===== src/rtl/ddr5_dram_cmd_responder.sv =====
// DRAM-side DDR5 command responder for one bank group: per-bank state, timing checks, read/write strobes.
// Optional feature macro DDR5_DROP_ILLEGAL_EN: violating commands are flagged and then discarded.
module ddr5_dram_cmd_responder #(
  parameter int NUM_BANKS   = 4,
  parameter int ROW_W       = 16,
  parameter int RDQ_DEPTH   = 8,
  parameter int T_RC        = 228,
  parameter int T_RAS       = 152,
  parameter int T_RRD_L     = 22,
  parameter int T_RP        = 76,
  parameter int T_RCD       = 76,
  parameter int T_CL        = 80,
  parameter int T_CWD       = 76,
  parameter int T_WR        = 60,
  parameter int T_RTP       = 36,
  parameter int T_BURST     = 16,
  parameter int T_CCD_L     = 22,
  parameter int T_CCD_L_WR  = 94,
  parameter int T_CCD_L_RTW = 30,
  parameter int T_CCD_L_WTR = 138
) (
  input  logic                         clk,
  input  logic                         rst,
  input  logic                         cmd_valid,
  input  logic [1:0]                   cmd_op,
  input  logic [$clog2(NUM_BANKS)-1:0] cmd_bank,
  input  logic [ROW_W-1:0]             cmd_row,
  output logic                         rd_data_valid,
  output logic                         wr_done,
  output logic                         viol,
  output logic [3:0]                   viol_code,
  output logic [NUM_BANKS-1:0]         bank_open,
  output logic                         rdq_overflow
);

  localparam int BANK_W = $clog2(NUM_BANKS);
  localparam int QA_W   = $clog2(RDQ_DEPTH);
  localparam int WR_LAT = T_CWD + T_BURST - 1;
  localparam logic [1:0] OP_ACT = 2'd0;
  localparam logic [1:0] OP_RD  = 2'd1;
  localparam logic [1:0] OP_WR  = 2'd2;
  localparam logic [1:0] OP_PRE = 2'd3;

  typedef enum logic {CLOSED = 1'b0, OPEN = 1'b1} bank_state_t;

  bank_state_t      bank_st     [NUM_BANKS];
  bank_state_t      bank_st_nxt [NUM_BANKS];
  logic [ROW_W-1:0] open_row    [NUM_BANKS];
  logic [9:0]       cnt_act [NUM_BANKS];
  logic [9:0]       cnt_pre [NUM_BANKS];
  logic [9:0]       cnt_rd  [NUM_BANKS];
  logic [9:0]       cnt_wr  [NUM_BANKS];
  logic [9:0]       g_act, g_rd, g_wr;
  logic [15:0]      ts;

  logic is_act, is_rd, is_wr, is_pre, exec;
  logic [3:0] code;

  // Counters hold (cycles since event - 1); elapsed time is therefore cnt + 1.
  function automatic logic met(input logic [9:0] cnt, input int t_req);
    return ({1'b0, cnt} + 11'd1) >= 11'(t_req);
  endfunction

  function automatic logic [9:0] sat_inc(input logic [9:0] c);
    return (c == 10'h3FF) ? c : c + 10'd1;
  endfunction

  assign is_act = cmd_valid && (cmd_op == OP_ACT);
  assign is_rd  = cmd_valid && (cmd_op == OP_RD);
  assign is_wr  = cmd_valid && (cmd_op == OP_WR);
  assign is_pre = cmd_valid && (cmd_op == OP_PRE);

  // Checks are ordered so the lowest applicable code is reported.
  always_comb begin
    code = 4'd0;
    if (is_act) begin
      if (bank_st[cmd_bank] == OPEN)                 code = 4'd1;
      else if (!met(cnt_pre[cmd_bank], T_RP))        code = 4'd3;
      else if (!met(cnt_act[cmd_bank], T_RC))        code = 4'd4;
      else if (!met(g_act, T_RRD_L))                 code = 4'd5;
    end else if (is_rd || is_wr) begin
      if (bank_st[cmd_bank] == CLOSED)               code = 4'd2;
      else if (!met(cnt_act[cmd_bank], T_RCD))       code = 4'd6;
      else if (is_rd && !met(g_rd, T_CCD_L))         code = 4'd7;
      else if (is_wr && !met(g_wr, T_CCD_L_WR))      code = 4'd8;
      else if (is_wr && !met(g_rd, T_CCD_L_RTW))     code = 4'd9;
      else if (is_rd && !met(g_wr, T_CCD_L_WTR))     code = 4'd10;
    end else if (is_pre && (bank_st[cmd_bank] == OPEN)) begin
      if (!met(cnt_act[cmd_bank], T_RAS))            code = 4'd11;
      else if (!met(cnt_rd[cmd_bank], T_RTP))        code = 4'd12;
      else if (!met(cnt_wr[cmd_bank], T_CWD + T_BURST + T_WR)) code = 4'd13;
    end
  end

`ifdef DDR5_DROP_ILLEGAL_EN
  assign exec = (code == 4'd0);
`else
  assign exec = 1'b1;
`endif

  always_comb begin
    for (int i = 0; i < NUM_BANKS; i++) begin
      bank_st_nxt[i] = bank_st[i];
      if (exec && (cmd_bank == BANK_W'(i))) begin
        if (is_act)      bank_st_nxt[i] = OPEN;
        else if (is_pre) bank_st_nxt[i] = CLOSED;
      end
    end
  end

  always_ff @(posedge clk or posedge rst) begin
    if (rst) begin
      for (int i = 0; i < NUM_BANKS; i++) begin
        bank_st[i]  <= CLOSED;
        open_row[i] <= '0;
        cnt_act[i]  <= 10'h3FF;
        cnt_pre[i]  <= 10'h3FF;
        cnt_rd[i]   <= 10'h3FF;
        cnt_wr[i]   <= 10'h3FF;
      end
      g_act <= 10'h3FF;
      g_rd  <= 10'h3FF;
      g_wr  <= 10'h3FF;
      ts    <= '0;
    end else begin
      for (int i = 0; i < NUM_BANKS; i++) begin
        bank_st[i] <= bank_st_nxt[i];
        if (exec && is_act && (cmd_bank == BANK_W'(i))) open_row[i] <= cmd_row;
        cnt_act[i] <= (exec && is_act && (cmd_bank == BANK_W'(i))) ? 10'd0 : sat_inc(cnt_act[i]);
        cnt_rd[i]  <= (exec && is_rd  && (cmd_bank == BANK_W'(i))) ? 10'd0 : sat_inc(cnt_rd[i]);
        cnt_wr[i]  <= (exec && is_wr  && (cmd_bank == BANK_W'(i))) ? 10'd0 : sat_inc(cnt_wr[i]);
        // PRE to an already closed bank is a no-op and leaves tRP history alone.
        cnt_pre[i] <= (exec && is_pre && (cmd_bank == BANK_W'(i)) && (bank_st[i] == OPEN))
                      ? 10'd0 : sat_inc(cnt_pre[i]);
      end
      g_act <= (exec && is_act) ? 10'd0 : sat_inc(g_act);
      g_rd  <= (exec && is_rd)  ? 10'd0 : sat_inc(g_rd);
      g_wr  <= (exec && is_wr)  ? 10'd0 : sat_inc(g_wr);
      ts    <= ts + 16'd1;
    end
  end

  always_comb begin
    for (int i = 0; i < NUM_BANKS; i++) bank_open[i] = (bank_st[i] == OPEN);
  end

  // Read tracker: FIFO of due timestamps, popped when the free-running stamp reaches the head.
  logic [15:0]     rdq_mem [RDQ_DEPTH];
  logic [QA_W-1:0] rdq_wp, rdq_rp;
  logic [QA_W:0]   rdq_cnt;
  logic            rd_push, rd_pop, rdq_full, rd_push_ok;

  assign rd_push    = exec && is_rd;
  assign rd_pop     = (rdq_cnt != '0) && (rdq_mem[rdq_rp] == ts);
  assign rdq_full   = (rdq_cnt == (QA_W+1)'(RDQ_DEPTH));
  assign rd_push_ok = rd_push && (!rdq_full || rd_pop);

  always_ff @(posedge clk) begin
    if (rd_push_ok) rdq_mem[rdq_wp] <= ts + 16'(T_CL);
  end

  // Write tracker: same structure, sized alike.
  logic [15:0]     wrq_mem [RDQ_DEPTH];
  logic [QA_W-1:0] wrq_wp, wrq_rp;
  logic [QA_W:0]   wrq_cnt;
  logic            wr_push_ok, wr_pop;

  assign wr_pop     = (wrq_cnt != '0) && (wrq_mem[wrq_rp] == ts);
  assign wr_push_ok = exec && is_wr && ((wrq_cnt != (QA_W+1)'(RDQ_DEPTH)) || wr_pop);

  always_ff @(posedge clk) begin
    if (wr_push_ok) wrq_mem[wrq_wp] <= ts + 16'(WR_LAT);
  end

  logic [11:0] burst_cnt, burst_rem;
  assign burst_rem     = (burst_cnt == '0) ? 12'd0 : burst_cnt - 12'd1;
  assign rd_data_valid = (burst_cnt != '0);

  always_ff @(posedge clk or posedge rst) begin
    if (rst) begin
      rdq_wp <= '0; rdq_rp <= '0; rdq_cnt <= '0;
      wrq_wp <= '0; wrq_rp <= '0; wrq_cnt <= '0;
      burst_cnt    <= '0;
      wr_done      <= 1'b0;
      viol         <= 1'b0;
      viol_code    <= 4'd0;
      rdq_overflow <= 1'b0;
    end else begin
      if (rd_push_ok) rdq_wp <= rdq_wp + 1'b1;
      if (rd_pop)     rdq_rp <= rdq_rp + 1'b1;
      rdq_cnt <= rdq_cnt + (QA_W+1)'(rd_push_ok) - (QA_W+1)'(rd_pop);
      if (wr_push_ok) wrq_wp <= wrq_wp + 1'b1;
      if (wr_pop)     wrq_rp <= wrq_rp + 1'b1;
      wrq_cnt <= wrq_cnt + (QA_W+1)'(wr_push_ok) - (QA_W+1)'(wr_pop);
      // A burst popped while another is still on the bus queues behind it.
      if (rd_pop)
        burst_cnt <= (burst_rem > (12'hFFF - 12'(T_BURST))) ? 12'hFFF : burst_rem + 12'(T_BURST);
      else
        burst_cnt <= burst_rem;
      wr_done <= wr_pop;
      viol    <= (code != 4'd0);
      if (code != 4'd0) viol_code <= code;
      if (rd_push && rdq_full && !rd_pop) rdq_overflow <= 1'b1;
    end
  end

  a_open_row_known: assert property (@(posedge clk) disable iff (rst)
    ((is_rd || is_wr) && (bank_st[cmd_bank] == OPEN)) |-> !$isunknown(open_row[cmd_bank]));

endmodule


===== config.mk =====
export PLATFORM = sky130hd
export DESIGN_NAME = ddr5_dram_cmd_responder
export DESIGN_NICKNAME = d
export VERILOG_FILES = /design/src/rtl/ddr5_dram_cmd_responder.sv
export SDC_FILE = /design/constraint.sdc
export NUM_CORES = 1
export LEC_CHECK = 0
export ABC_AREA = 0
export BUFFER_PORTS_ARGS = -buffer_cell sky130_fd_sc_hd__buf_2
export CAP_MARGIN = 40
export CORE_UTILIZATION = 35
export DETAILED_ROUTE_END_ITERATION = 16
export PLACE_DENSITY = 0.58
export SLEW_MARGIN = 20
export SYNTH_ARGS = -nofsm -noshare
export SYNTH_HDL_FRONTEND = slang
export SYNTH_SLANG_ARGS = --single-unit

===== constraint.sdc =====
create_clock -name clk -period 9.88 [get_ports clk]
set_input_delay 1.976 -clock clk [delete_from_list [all_inputs] [get_ports clk]]
set_output_delay 1.976 -clock clk [all_outputs]
set_load 0.03 [all_outputs]

After elaboration in Yosys (flattened, before gate mapping)
Memories as Yosys holds them, arrays and structs flattened.
Index checks and enable logic that the tools add are counted.
{ "word_totals": {"n_memories": 2, "reg_bits": 249, "mem_bits_rw": 256, "in_bits": 23} }
{ "mem_list": {"columns": ["memory", "depth", "word_bits", "rd", "rd_ports_with_merged_regs", "write_ports", "line_no", "text"], "rows": [
  ["rdq_mem", 8, 16, 1, 0, 1, "148", "logic [15:0] rdq_mem [RDQ_DEPTH];"],
  ["wrq_mem", 8, 16, 1, 0, 1, "163", "logic [15:0] wrq_mem [RDQ_DEPTH];"]
]} }
{ "classes": {"bitwise": 1, "n_eq_ne": 48, "mux": 78, "add_sub_neg": 39, "n_lt_le_gt_ge": 13, "n_reduce_logical": 56} }
{ "op_table": {"columns": ["operator", "count"], "rows": [
  ["two-way mux 10 bit", 46],
  ["adder 10 x 1 -> 10 bit (second input constant)", 19],
  ["== test 10 bit (second input constant)", 19],
  ["binary-select mux 10 bit (select 2 bit)", 4],
  ["adder 10 x 1 -> 11 bit (second input constant)", 7],
  ["two-way mux 4 bit", 15],
  ["greater-or-equal comparator 11 x 8 -> 1 bit (second input constant)", 4],
  ["!= test 2 bit (second input constant)", 19],
  ["two-way mux 12 bit", 3],
  ["logical AND 1 bit", 35],
  ["greater-or-equal comparator 11 x 5 -> 1 bit (second input constant)", 3],
  ["greater-or-equal comparator 11 x 7 -> 1 bit (second input constant)", 3],
  ["adder 16 x 7 -> 16 bit (second input constant)", 2],
  ["== test 16 bit", 2],
  ["adder 16 x 1 -> 16 bit (second input constant)", 1],
  ["adder 12 x 5 -> 12 bit (second input constant)", 1],
  ["adder 3 x 1 -> 3 bit (second input constant)", 4],
  ["greater-than comparator 12 bit (second input constant)", 1],
  ["logical NOT 12 bit", 1],
  ["nonzero test 12 bit", 1],
  ["nonzero test 4 bit", 3],
  ["subtractor 12 x 1 -> 12 bit (second input constant)", 1],
  ["greater-or-equal comparator 11 x 6 -> 1 bit (second input constant)", 1],
  ["adder 4 x 1 -> 4 bit", 2],
  ["15 further kinds", 38]
]} }

Logic depth before layout (Yosys ltp)
Gate-level depths: netlist (run 1).
{ "logic_depth": {"word_depth": 13, "depth_mapped": 16} }

Worst setup path after synthesis (run 1)
OpenSTA, ideal clock, no wires.
{ "synth_timing": {"path_type": "input-to-reg", "startpoint": "input cmd_op[1]", "endpoint": "memory wrq_mem[0][0], enable pin", "required_time_ns": 9.450, "setup_slack_ns": 4.887, "setup_ns": 0.430, "cell_stages": 6, "arrival_ns": 4.562, "cell_sequence": "clkbuf_1 and3b_1 clkbuf_1 o21ai_1 buf_4 nor4_1"} }
{ "synth_via": {"elab_chain_cells": 5} }
{ "synth_lines": {"columns": ["element", "line_no", "text"], "rows": [
  ["start, declared", "25", "input logic [1:0] cmd_op,"],
  ["== test 2 bit", "70", "assign is_wr = cmd_valid && (cmd_op == OP_WR);"],
  ["logical AND 1 bit", "70", null],
  ["logical AND 1 bit", "169", "assign wr_push_ok = exec && is_wr && ((wrq_cnt != (QA_W+1)'(RDQ_DEPTH)) || wr_pop);"],
  ["two-way mux 1 bit", "172", "if (wr_push_ok) wrq_mem[wrq_wp] <= ts + 16'(WR_LAT);"],
  ["two-way mux 1 bit (implied by the code)", "172", null],
  ["end, declared", "163", null]
]} }
Every way passes these cells.

Worst setup path after layout (run 1)
{ "layout_timing": {"startpoint": "input cmd_bank[0]", "endpoint": "register viol"} }
{ "layout_via": {"elab_chain_cells": 13} }
{ "layout_lines": {"columns": ["element", "line_no", "text"], "rows": [
  ["start, declared", "26", "input logic [$clog2(NUM_BANKS)-1:0] cmd_bank,"],
  ["NOT 2 -> 3 bit (implied by the code) *", null, null],
  ["binary-select mux 10 bit (select 2 bit)", "91", "else if (!met(cnt_wr[cmd_bank], T_CWD + T_BURST + T_WR)) code = 4'd13;"],
  ["two-way mux 10 bit (implied by the code) (2 in a row)", "91", null],
  ["adder 10 x 1 -> 11 bit", "61", "return ({1'b0, cnt} + 11'd1) >= 11'(t_req);"],
  ["greater-or-equal comparator 11 x 8 -> 1 bit", "61", null],
  ["two-way mux 4 bit", "91", null],
  ["two-way mux 4 bit", "90", "else if (!met(cnt_rd[cmd_bank], T_RTP)) code = 4'd12;"],
  ["two-way mux 4 bit", "89", "if (!met(cnt_act[cmd_bank], T_RAS)) code = 4'd11;"],
  ["two-way mux 4 bit", "88", "end else if (is_pre && (bank_st[cmd_bank] == OPEN)) begin"],
  ["two-way mux 4 bit", "81", "end else if (is_rd || is_wr) begin"],
  ["two-way mux 4 bit *", "76", "if (is_act) begin"],
  ["nonzero test 4 bit *", "201", "viol <= (code != 4'd0);"],
  ["end signal, assigned", "201", null],
  ["end, declared", "30", "output logic viol,"]
]} }
Mark *: on every way between the ends. The rest lies on a longest branch, timed or not. The select of a mux whose other input is x is not followed.
A chain may end at the register's enable or synchronous reset.

==> results.cfg, run 1 <==
[global_routing]
antenna_found_initial = 0
grt_max_degree = 88
grt_pass1_vias = 15400
grt.overflow.total = 0
grt_usage_pct = 14.5
grt_pass1_wl_um = 83100

[synth]
avgSynthCellArea_sq_um = 12.5
yosysUniqueCellTypes = 84
ys_seq_area_share_pct = 57.4
syn_nets = 2049
ys.flop_type = edfxtp_1
synth_top_area_cell = edfxtp_1
netlist_area_sq_um = 24700
ys_async_sr_fraction_pct = 49.3
synth_edf_count = 256
ys_seq_elements = 505
ys_top_cells_by_area = edfxtp_1 31%, dfstp_2 20%, mux4_2 6.8%
ys_top_cells_by_count = 256 x edfxtp_1, 196 x nor2_1, 190 x dfstp_2
synth_cells = 1977
yosysTopAreaCellShare_pct = 31.2
yosys.cell_count.top_type = edfxtp_1
ys_warn_count = 0

[place]
dpl.hpwl_um = 32500
place_area_sq_um = 26000
gp_congestion = 0.791
port_buffers = 18

[clocking]
clockBufferDepth = 3
cts_sinks = 505
cts_root_buf = clkbuf_16
cts_resized = 0
clkTransAtPathRegs_ns = 0.06
tritoncts = yes
clock_latency_ns = 0.61
cts_made_buffers = 54
postCtsHoldBufs = 0
cts.htree.levels = 2
cts_setup_buffers = 0

[route]
avgRoutedWirePerCell_um = 17.1
finalWirelength_um = 51100
drc = 0
drtIter0Drc = 1075
dr_total_vias = 15700
wl_met2_um = 24400
met1_length_um = 23700
postRouteAntennaNets = 0
met3_length_um = 2070
first_pass_iters = 5
top_layer = met4
viasPerCell = 5.24

[power]
ir_drop_mv = 0.164
power.leakage_uw = 0.0103
power.density_nw_per_um2 = 242

[critical_path]
cp_max_fo = 34
start_kind = primary input
required_ns = 10.33
rrSetupSlack_ns = 5.30
cp.arrival_ns = 5.34
worst-setup-path-type = in2reg
endpoint_kind = flip-flop

[finish]
num_antenna_cells = 0
final_util_pct = 40.3
final_area_sq_um = 27900
drive_above_1_share_pct = 22.0
syn_to_final_growth_pct = 13.0
nets = 2089

[sta]
fin_hold_ws_ns = 0.502
finalSetupViolations = 0
min_period_over_period_pct = 49.5
max_slew_margin_pct = 46.8
rsz0062_at_grt = false
finClkSkew_ns = 0.0324
drv_slew = 0
period_needed_ns = 4.89
worst_pin_slew_ns = 0.792
max_freq_mhz = 204
totalNegativeSetupSlack_ns = 0
finalHoldViolCount = 0

[outcome]
status = finished clean

[floorplan]
rows = 96
die_area_sq_um = 71500
core_area_sq_um = 69200
ios = 35
fp.dieW_um = 267
start_util_pct = 35.6
fp.dieH_um = 267

[min_path]
min_path_type = reg2reg

[job]
drv_cap = 0
layer usage:
layer / vias up / global-route usage, %
met1: 7876 / 19.8
met4: 0 / 3.97
met5: - / 0
met2: 271 / 23.9
li1: 7460 / -
met3: 79 / 2.26
placed cells by master, fill, tap and decap left out, drive strengths merged, types with 10 or more instances in the layout:
| cell type | netlist | layout |
|---|---|---|
| nand3 | 81 | 81 |
| a211oi | 22 | 22 |
| nand2b | 18 | 18 |
| and2 | 17 | 17 |
| or3 | 10 | 10 |
| a21oi | 69 | 69 |
| nand2 | 104 | 104 |
| ha | 47 | 47 |
| clkbuf | 48 | 75 |
| dfstp | 190 | 190 |
| xnor2 | 100 | 100 |
| a31oi | 28 | 28 |
| nor4 | 20 | 20 |
| mux2i | 63 | 63 |
| and3 | 71 | 71 |
| dfrtp | 59 | 59 |
| mux4 | 76 | 76 |
| nor3 | 66 | 66 |
| nor2 | 196 | 196 |
| and4 | 10 | 10 |
| o21ai | 63 | 63 |
| edfxtp | 256 | 256 |
| nor2b | 13 | 13 |
| buf | 29 | 60 |
| xor2 | 78 | 78 |
| nand4 | 43 | 43 |
| inv | 57 | 58 |
| clkinv | 0 | 15 |
layout make-up:
type / count / area, sq um
Inverter: 57 / 221
Sequential cell: 505 / 14200
Timing Repair Buffer: 61 / 440
Clock inverter: 28 / 367
Clock buffer: 74 / 1470
Multi-Input combinational cell: 1338 / 10100
Tap cell: 931 / 1160
Fill cell: 6419 / 41300
worst paths after layout:
kind / from / to / cells after the start
setup / recovery: cmd_bank[0] / viol / 10
hold / removal: cnt_act[11] / cnt_act[11] / 2
setup reg to reg: rdq_rp[0] / rdq_cnt[1] / 15
hold reg to reg: cnt_act[11] / cnt_act[11] / 2
max in group asynchronous: rst / cnt_act[39] / 5
min in group asynchronous: rst / ts[3] / 2
kinds of logic after synthesis:
family,after synthesis,share of synthesized area (%)
AO/OA/AOI/OAI,265,6.92
XOR/XNOR,178,6.32
adder cells (fa/ha/maj),49,2.55
buffers and inverters,134,2.28
flip-flops,505,57.4
multiplexers,145,9.79
AND/OR/NAND/NOR,701,14.7
worst max-delay path, stage by stage:
cell	delay (ns)
buf_2	0.09
buf_4	0.44
mux4_2	0.67
ha_1	0.37
and4_1	0.28
o311ai_1	0.30
a31o_1	0.27
a21oi_1	0.13
or2_1	0.26
or4_1	0.53
per-stage QoR:
| step | instances | setup slack, ns | total power (uW) |
|---|---|---|---|
| finish | 2994 | 4.99 | 6750 |
| global route | 2994 | 4.84 | 7170 |
| CTS | 2991 | 5.03 | 6830 |
| detailed placement | 2889 | 4.40 | 4710 |
| global placement | 2883 | 4.47 | 4620 |
| floorplan | 1977 | 1.38 | 4300 |
where the power goes:
group	total, uW	switching, uW	internal [uW]
sequential	3340	489	2850
clock	2070	847	1230
combinational	1340	727	612
state kept, by name, indices dropped and copies added (netlist names), 4 cells and up:
register and flops:
rdq_mem 128, wrq_mem 128, cnt_act 40, cnt_pre 40
cnt_rd 40, cnt_wr 40, ts 16, burst_cnt 12
g_act 10, g_rd 10, g_wr 10, bank_open 4
rdq_cnt 4, viol_code 4, wrq_cnt 4
No activity file was read; power rests on OpenSTA's default activity.
==> inputs of run 2 (changes only) <==
--- a/config.mk
+++ b/config.mk
@@ -5,7 +5,7 @@
 export SDC_FILE = /design/constraint.sdc
 export NUM_CORES = 1
 export LEC_CHECK = 0
-export ABC_AREA = 0
+export ABC_AREA = 1
 export BUFFER_PORTS_ARGS = -buffer_cell sky130_fd_sc_hd__buf_2
 export CAP_MARGIN = 40
 export CORE_UTILIZATION = 35
==> constraint.sdc (replaced) <==
create_clock -name clk -period 4.9 [get_ports clk]
set_input_delay 0.98 -clock clk [delete_from_list [all_inputs] [get_ports clk]]
set_output_delay 0.98 -clock clk [all_outputs]
set_load 0.03 [all_outputs]
==> run 2 against run 1 <==
Critical path depth rose by 8. Utilization decreased by 0.43 points. Cell area increased by 2.9%. Non-clock buffer count up 4. Sequential share of layout area fell by 1.4 points. Synthesized cell count up 42%. Via count increased by 20%. Synthesized area increased by 3.8%. Critical path type is now reg2reg. Highest routed layer unchanged.
==> results.cfg, run 2 <==
[clocking]
cts_resized = 0
postCtsHoldBufs = 0
clock_latency_ns = 0.62
tritoncts = yes
cts_setup_buffers = 0
cts_root_buf = clkbuf_16
clkTransAtPathRegs_ns = 0.06
cts_sinks = 505
cts_made_buffers = 53
clockBufferDepth = 3
cts.htree.levels = 2

[finish]
layout_commonest_cell = nand2_1
nets = 2913
num_antenna_cells = 0
final_cell_mix = 497 x nand2_1, 357 x nor2_1, 309 x inv_1
drive_above_1_share_pct = 14.0
area.sequential_sq_um = 14200
final_util_pct = 39.9
top_regs = rdq_mem x128, wrq_mem x128
final_area_sq_um = 28700
nFillCells = 7148
syn_to_final_growth_pct = 12.1
multiInputGateArea_sq_um = 9780

[sta]
finalHoldViolCount = 0
worst_pin_slew_ns = 0.757
finalSetupViolations = 0
max_slew_margin_pct = 49.5
finClkSkew_ns = 0.0332
fin_ws_ns = 0.795
totalNegativeSetupSlack_ns = 0
period_needed_ns = 4.11
rsz0062_at_grt = false
min_period_over_period_pct = 83.8
max_freq_mhz = 244
drv_slew = 0

[route]
drc = 0
drtIter0Drc = 1202
avgRoutedWirePerCell_um = 15.2
postRouteAntennaNets = 0
finalWirelength_um = 58200
dr_total_vias = 18800
first_pass_iters = 5
viasPerCell = 4.91

[power]
power.leakage_uw = 0.0119
power.density_nw_per_um2 = 468
ir_drop_mv = 0.284

[synth]
syn_nets = 2875
ys_top_cells_by_count = 497 x nand2_1, 369 x nor2_1, 310 x inv_1
yosys.cell_count.top_type = nand2_1
ys_warn_count = 0
yosysUniqueCellTypes = 56
synth_edf_count = 256
ys_async_sr_fraction_pct = 49.3
yosysTopAreaCellShare_pct = 30.0
ys.flop_type = edfxtp_1
netlist_area_sq_um = 25600
synth_top_area_cell = edfxtp_1
ys_seq_area_share_pct = 55.3
synth_cells = 2803
ys_top_cells_by_area = edfxtp_1 30%, dfstp_2 20%, nand2_1 7.3%
ys_seq_elements = 505
avgSynthCellArea_sq_um = 9.13

[critical_path]
critPathLaunch = rdq_rp[0]
cp_max_fo = 40
worst-setup-path-type = reg2reg
slowest_stage = dfrtp_2
worst-path-buf-inv = 3
endpoint_kind = flip-flop
start_kind = flip-flop
cp_cell_sequence = buf_4, o21ai_0, o22ai_1, nand2_1, nand2_1, o21ai_0, nor2_1, nand3_1, nor3_2, nand3_2, nand2_2, nand2_4, ha_1, inv_1, ha_1, inv_1, fa_1, xnor2_1
path_delay_family = simple AND/OR/NAND/NOR gates
cp.arrival_ns = 4.59
required_ns = 5.38
reg2reg_from = rdq_rp[0]
rrSetupSlack_ns = 0.79
max_stage_delay_ns = 0.70

[floorplan]
start_util_pct = 35.6
core_area_sq_um = 72000
fp.dieH_um = 272
die_area_sq_um = 74200
ios = 35
rows = 98
fp.dieW_um = 272

[min_path]
hp-start = rdq_overflow
min_path_type = reg2reg

[outcome]
status = finished clean

[job]
drv_cap = 0

[place]
dp_slack_ns = 0.779
gp_congestion = 0.797
port_buffers = 18
dpl.hpwl_um = 38300
place_area_sq_um = 26800

[global_routing]
grt_pass1_wl_um = 95000
grt_usage_pct = 15.7
antenna_found_initial = 2
grt_pass1_vias = 18200
grt_max_degree = 71
grt.overflow.total = 0
-- run 2: layer usage --
metal,GRT usage (%),vias to the layer above,routed length [um]
li1,-,9541,-
met1,21.0,8931,27100
met2,26.8,259,27900
met3,2.17,94,1950
met4,4.15,0,1220
met5,0,-,0
-- run 2: area by class of cell --
type | count | share of cell area (%)
Clock buffer | 72 | 5.12
Clock inverter | 28 | 1.35
Inverter | 325 | 4.27
Multi-Input combinational cell | 1891 | 34.1
Sequential cell | 505 | 49.3
Tap cell | 950 | 4.14
Timing Repair Buffer | 65 | 1.67
-- run 2: kinds of logic (layout without fill, tap and decap cells) --
family | after synthesis | in the layout | synth area share [%]
compound gates | 552 | 552 | 12.1
xor+xnor | 117 | 117 | 4.00
fa+ha+maj | 49 | 49 | 2.45
buf+inv | 407 | 490 | 6.63
flops | 505 | 505 | 55.3
mux | 2 | 2 | 0.0782
simple gates | 1171 | 1171 | 19.5
-- run 2: worst register-to-register path, stage by stage, from the launching register on --
cell	delay [ns]
dfrtp_2	0.70
buf_4	0.47
o21ai_0	0.17
o22ai_1	0.18
nand2_1	0.07
nand2_1	0.11
o21ai_0	0.08
nor2_1	0.19
nand3_1	0.12
nor3_2	0.17
nand3_2	0.26
nand2_2	0.23
nand2_4	0.11
ha_1	0.33
inv_1	0.06
ha_1	0.15
inv_1	0.05
fa_1	0.39
xnor2_1	0.14
-- run 2: final timing paths --
path                       cells past startpoint           end
setup / recovery                              18    rdq_cnt[2]
hold / removal                                 1  rdq_overflow
setup reg to reg                              18    rdq_cnt[2]
hold reg to reg                                1  rdq_overflow
max in group asynchronous                      4       g_wr[7]
min in group asynchronous                      2    cnt_wr[12]
-- run 2: report_power, final --
part | switching (uW) | leakage (uW) | internal [uW] | total [uW]
clock network | 1720 | 0.000904 | 2530 | 4260
registers | 678 | 0.00523 | 5640 | 6320
logic | 1760 | 0.00581 | 1090 | 2850
total | 4160 | 0.0119 | 9270 | 13400
-- run 2: through the flow --
| step | std cells | total power [uW] | hold slack (ns) |
|---|---|---|---|
| after floorplan | 2803 | 8470 | 0.466 |
| after global placement | 3735 | 9180 | 0.484 |
| after detailed placement | 3735 | 9250 | 0.479 |
| after CTS | 3835 | 13600 | 0.497 |
| after global routing | 3836 | 14300 | 0.518 |
| final | 3836 | 13400 | 0.491 |
==> inputs of run 3 (changes only) <==
==> constraint.sdc (replaced) <==
create_clock -name clk -period 3.84 [get_ports clk]
set_input_delay 0.768 -clock clk [delete_from_list [all_inputs] [get_ports clk]]
set_output_delay 0.768 -clock clk [all_outputs]
set_load 0.03 [all_outputs]
==> run 3 against run 2 <==
Via count increased by 0.48%. Global-route usage increased by 0.39 points. Cell area increased by 1.1%. Combinational power increased by 28%. First-iteration DRC count increased by 1.7%. Critical endpoint unchanged. Worst setup slack got worse by 0.46 ns. Largest power group unchanged. Total power increased by 30%. Utilization increased by 0.44 points. Wire length increased by 1.8%. Cell count increased by 0.31%.
==> results.cfg, run 3 (synthesis results as in run 2) <==
[finish]
syn_to_final_growth_pct = 13.3
num_antenna_cells = 0
stdcell_count = 3848
layout_commonest_cell = nand2_1
nets = 2925
drive_above_1_share_pct = 14.5
top_regs = rdq_mem x128, wrq_mem x128
nFillCells = 7013
final_cell_mix = 497 x nand2_1, 357 x nor2_1, 308 x inv_1
final_area_sq_um = 29000

[place]
port_buffers = 18
place_area_sq_um = 27000
place_inst = 3747
dp_slack_ns = 0.268
gp_congestion = 0.810
dpl.hpwl_um = 38800

[clocking]
cts.htree.levels = 2
postCtsHoldBufs = 0
cts_setup_buffers = 0
clock_latency_ns = 0.62
cts_root_buf = clkbuf_16
cts_made_buffers = 54
tritoncts = yes
clockBufferDepth = 3
clkTransAtPathRegs_ns = 0.07
cts_sinks = 505

[sta]
worst_pin_slew_ns = 0.758
drv_slew = 0
fin_hold_ws_ns = 0.170
period_needed_ns = 3.50
finalSetupViolations = 0
max_slew_margin_pct = 49.3
max_freq_mhz = 286
min_period_over_period_pct = 91.2
fin_ws_ns = 0.339
finClkSkew_ns = 0.0603
totalNegativeSetupSlack_ns = 0
finalHoldViolCount = 0
rsz0062_at_grt = false

[power]
power.density_nw_per_um2 = 604
power.leakage_uw = 0.0121
ir_drop_mv = 0.633

[global_routing]
grt_max_degree = 66
grt_pass1_wl_um = 97800
antenna_found_initial = 0
grt.overflow.total = 0
grt_pass1_vias = 18700
grt_usage_pct = 16.1

[critical_path]
required_ns = 4.33
cp_max_fo = 24
worst-setup-path-type = reg2reg
slowest_stage = dfrtp_1
cp_cell_sequence = clkinv_2, o21ai_0, o22ai_1, o21ai_0, xor2_1, nor2_1, nand2_1, nor2_1, nand3_2, nand2_2, nand2_4, ha_1, inv_1, ha_1, inv_1, fa_1, xnor2_1
start_kind = flip-flop
cp.arrival_ns = 4.00
max_stage_delay_ns = 0.38
endpoint_kind = flip-flop

[route]
drtIter0Drc = 1222
viasPerCell = 4.92
avgRoutedWirePerCell_um = 15.4
dr_total_vias = 18900
finalWirelength_um = 59200
drc = 0
postRouteAntennaNets = 0
first_pass_iters = 7

[floorplan]
rows = 98
die_area_sq_um = 74200
ios = 35
fp.dieH_um = 272
core_area_sq_um = 72000
start_util_pct = 35.6
fp.dieW_um = 272

[min_path]
min_path_type = in2async

[job]
drv_cap = 0

[outcome]
status = finished clean
-- run 3: changes by cell type in the layout (fill, tap and decap cells not counted), sizes merged --
cell      previous run  this run
clkinvlp             3         8
clkinv              21        22
bufinv               8        13
buf                 65        76
clkbuf              72        65
inv                321       318
-- run 3: worst max-delay path, delay by kind of cell (launching register included) --
kind	cells	cell delay (ns)
buffers and inverters	3	0.45
AO/OA/AOI/OAI	3	0.56
adder cells (fa/ha/maj)	3	0.82
XOR/XNOR	2	0.25
AND/OR/NAND/NOR	6	0.93
flip-flops	1	0.38
-- run 3: worst paths after layout --
kind,slack (ns),end,cells after the start,startpoint
min,0.17,wrq_cnt[1],2,rst
max reg2reg,0.34,rdq_cnt[2],17,rdq_rp[1]
min in group clk,0.49,cnt_pre[7],2,cnt_pre[7]
min reg2reg,0.49,cnt_pre[7],2,cnt_pre[7]
max,0.34,rdq_cnt[2],17,rdq_rp[1]
max in group asynchronous,2.93,cnt_wr[25],3,rst
-- run 3: cell type report --
class                           count  area [sq um]  share of cell area [%]
Clock buffer                       65          1410                    4.87
Multi-Input combinational cell   1891          9790                    33.7
Tap cell                          950          1190                    4.10
Inverter                          325          1230                    4.23
Sequential cell                   505         14200                    48.8
Timing Repair Buffer               76           666                    2.29
Clock inverter                     36           564                    1.95
-- run 3: power by group --
part           total [uW]  internal [uW]  switching, uW
Combinational        3650           1410           2240
Clock                5810           3520           2290
Sequential           8060           7190            864
-- run 3: metrics by stage --
| stage | utilization, % | total power, uW |
|---|---|---|
| finish | 40.3 | 17500 |
| global route | 40.3 | 18600 |
| CTS | 40.3 | 17700 |
| detailed placement | 37.5 | 11800 |
| global placement | 37.5 | 11700 |
| floorplan | - | 10800 |
-- run 3: what timing repair did --
item | 4_1_cts | 5_1_grt
hold endpoints to repair | 0 | 0
gates resized for setup | 0 | 5
setup endpoints to repair | 0 | 4
-- run 3: routing by layer --
layer	part of all wire, %	routed length [um]	vias to the layer above	global-route usage [%]
met4	2.3	1390	0	4.26
li1	-	-	9572	-
met1	47	27600	9001	21.6
met3	3.3	1970	96	2.12
met2	48	28200	246	27.4
met5	0	0	-	0
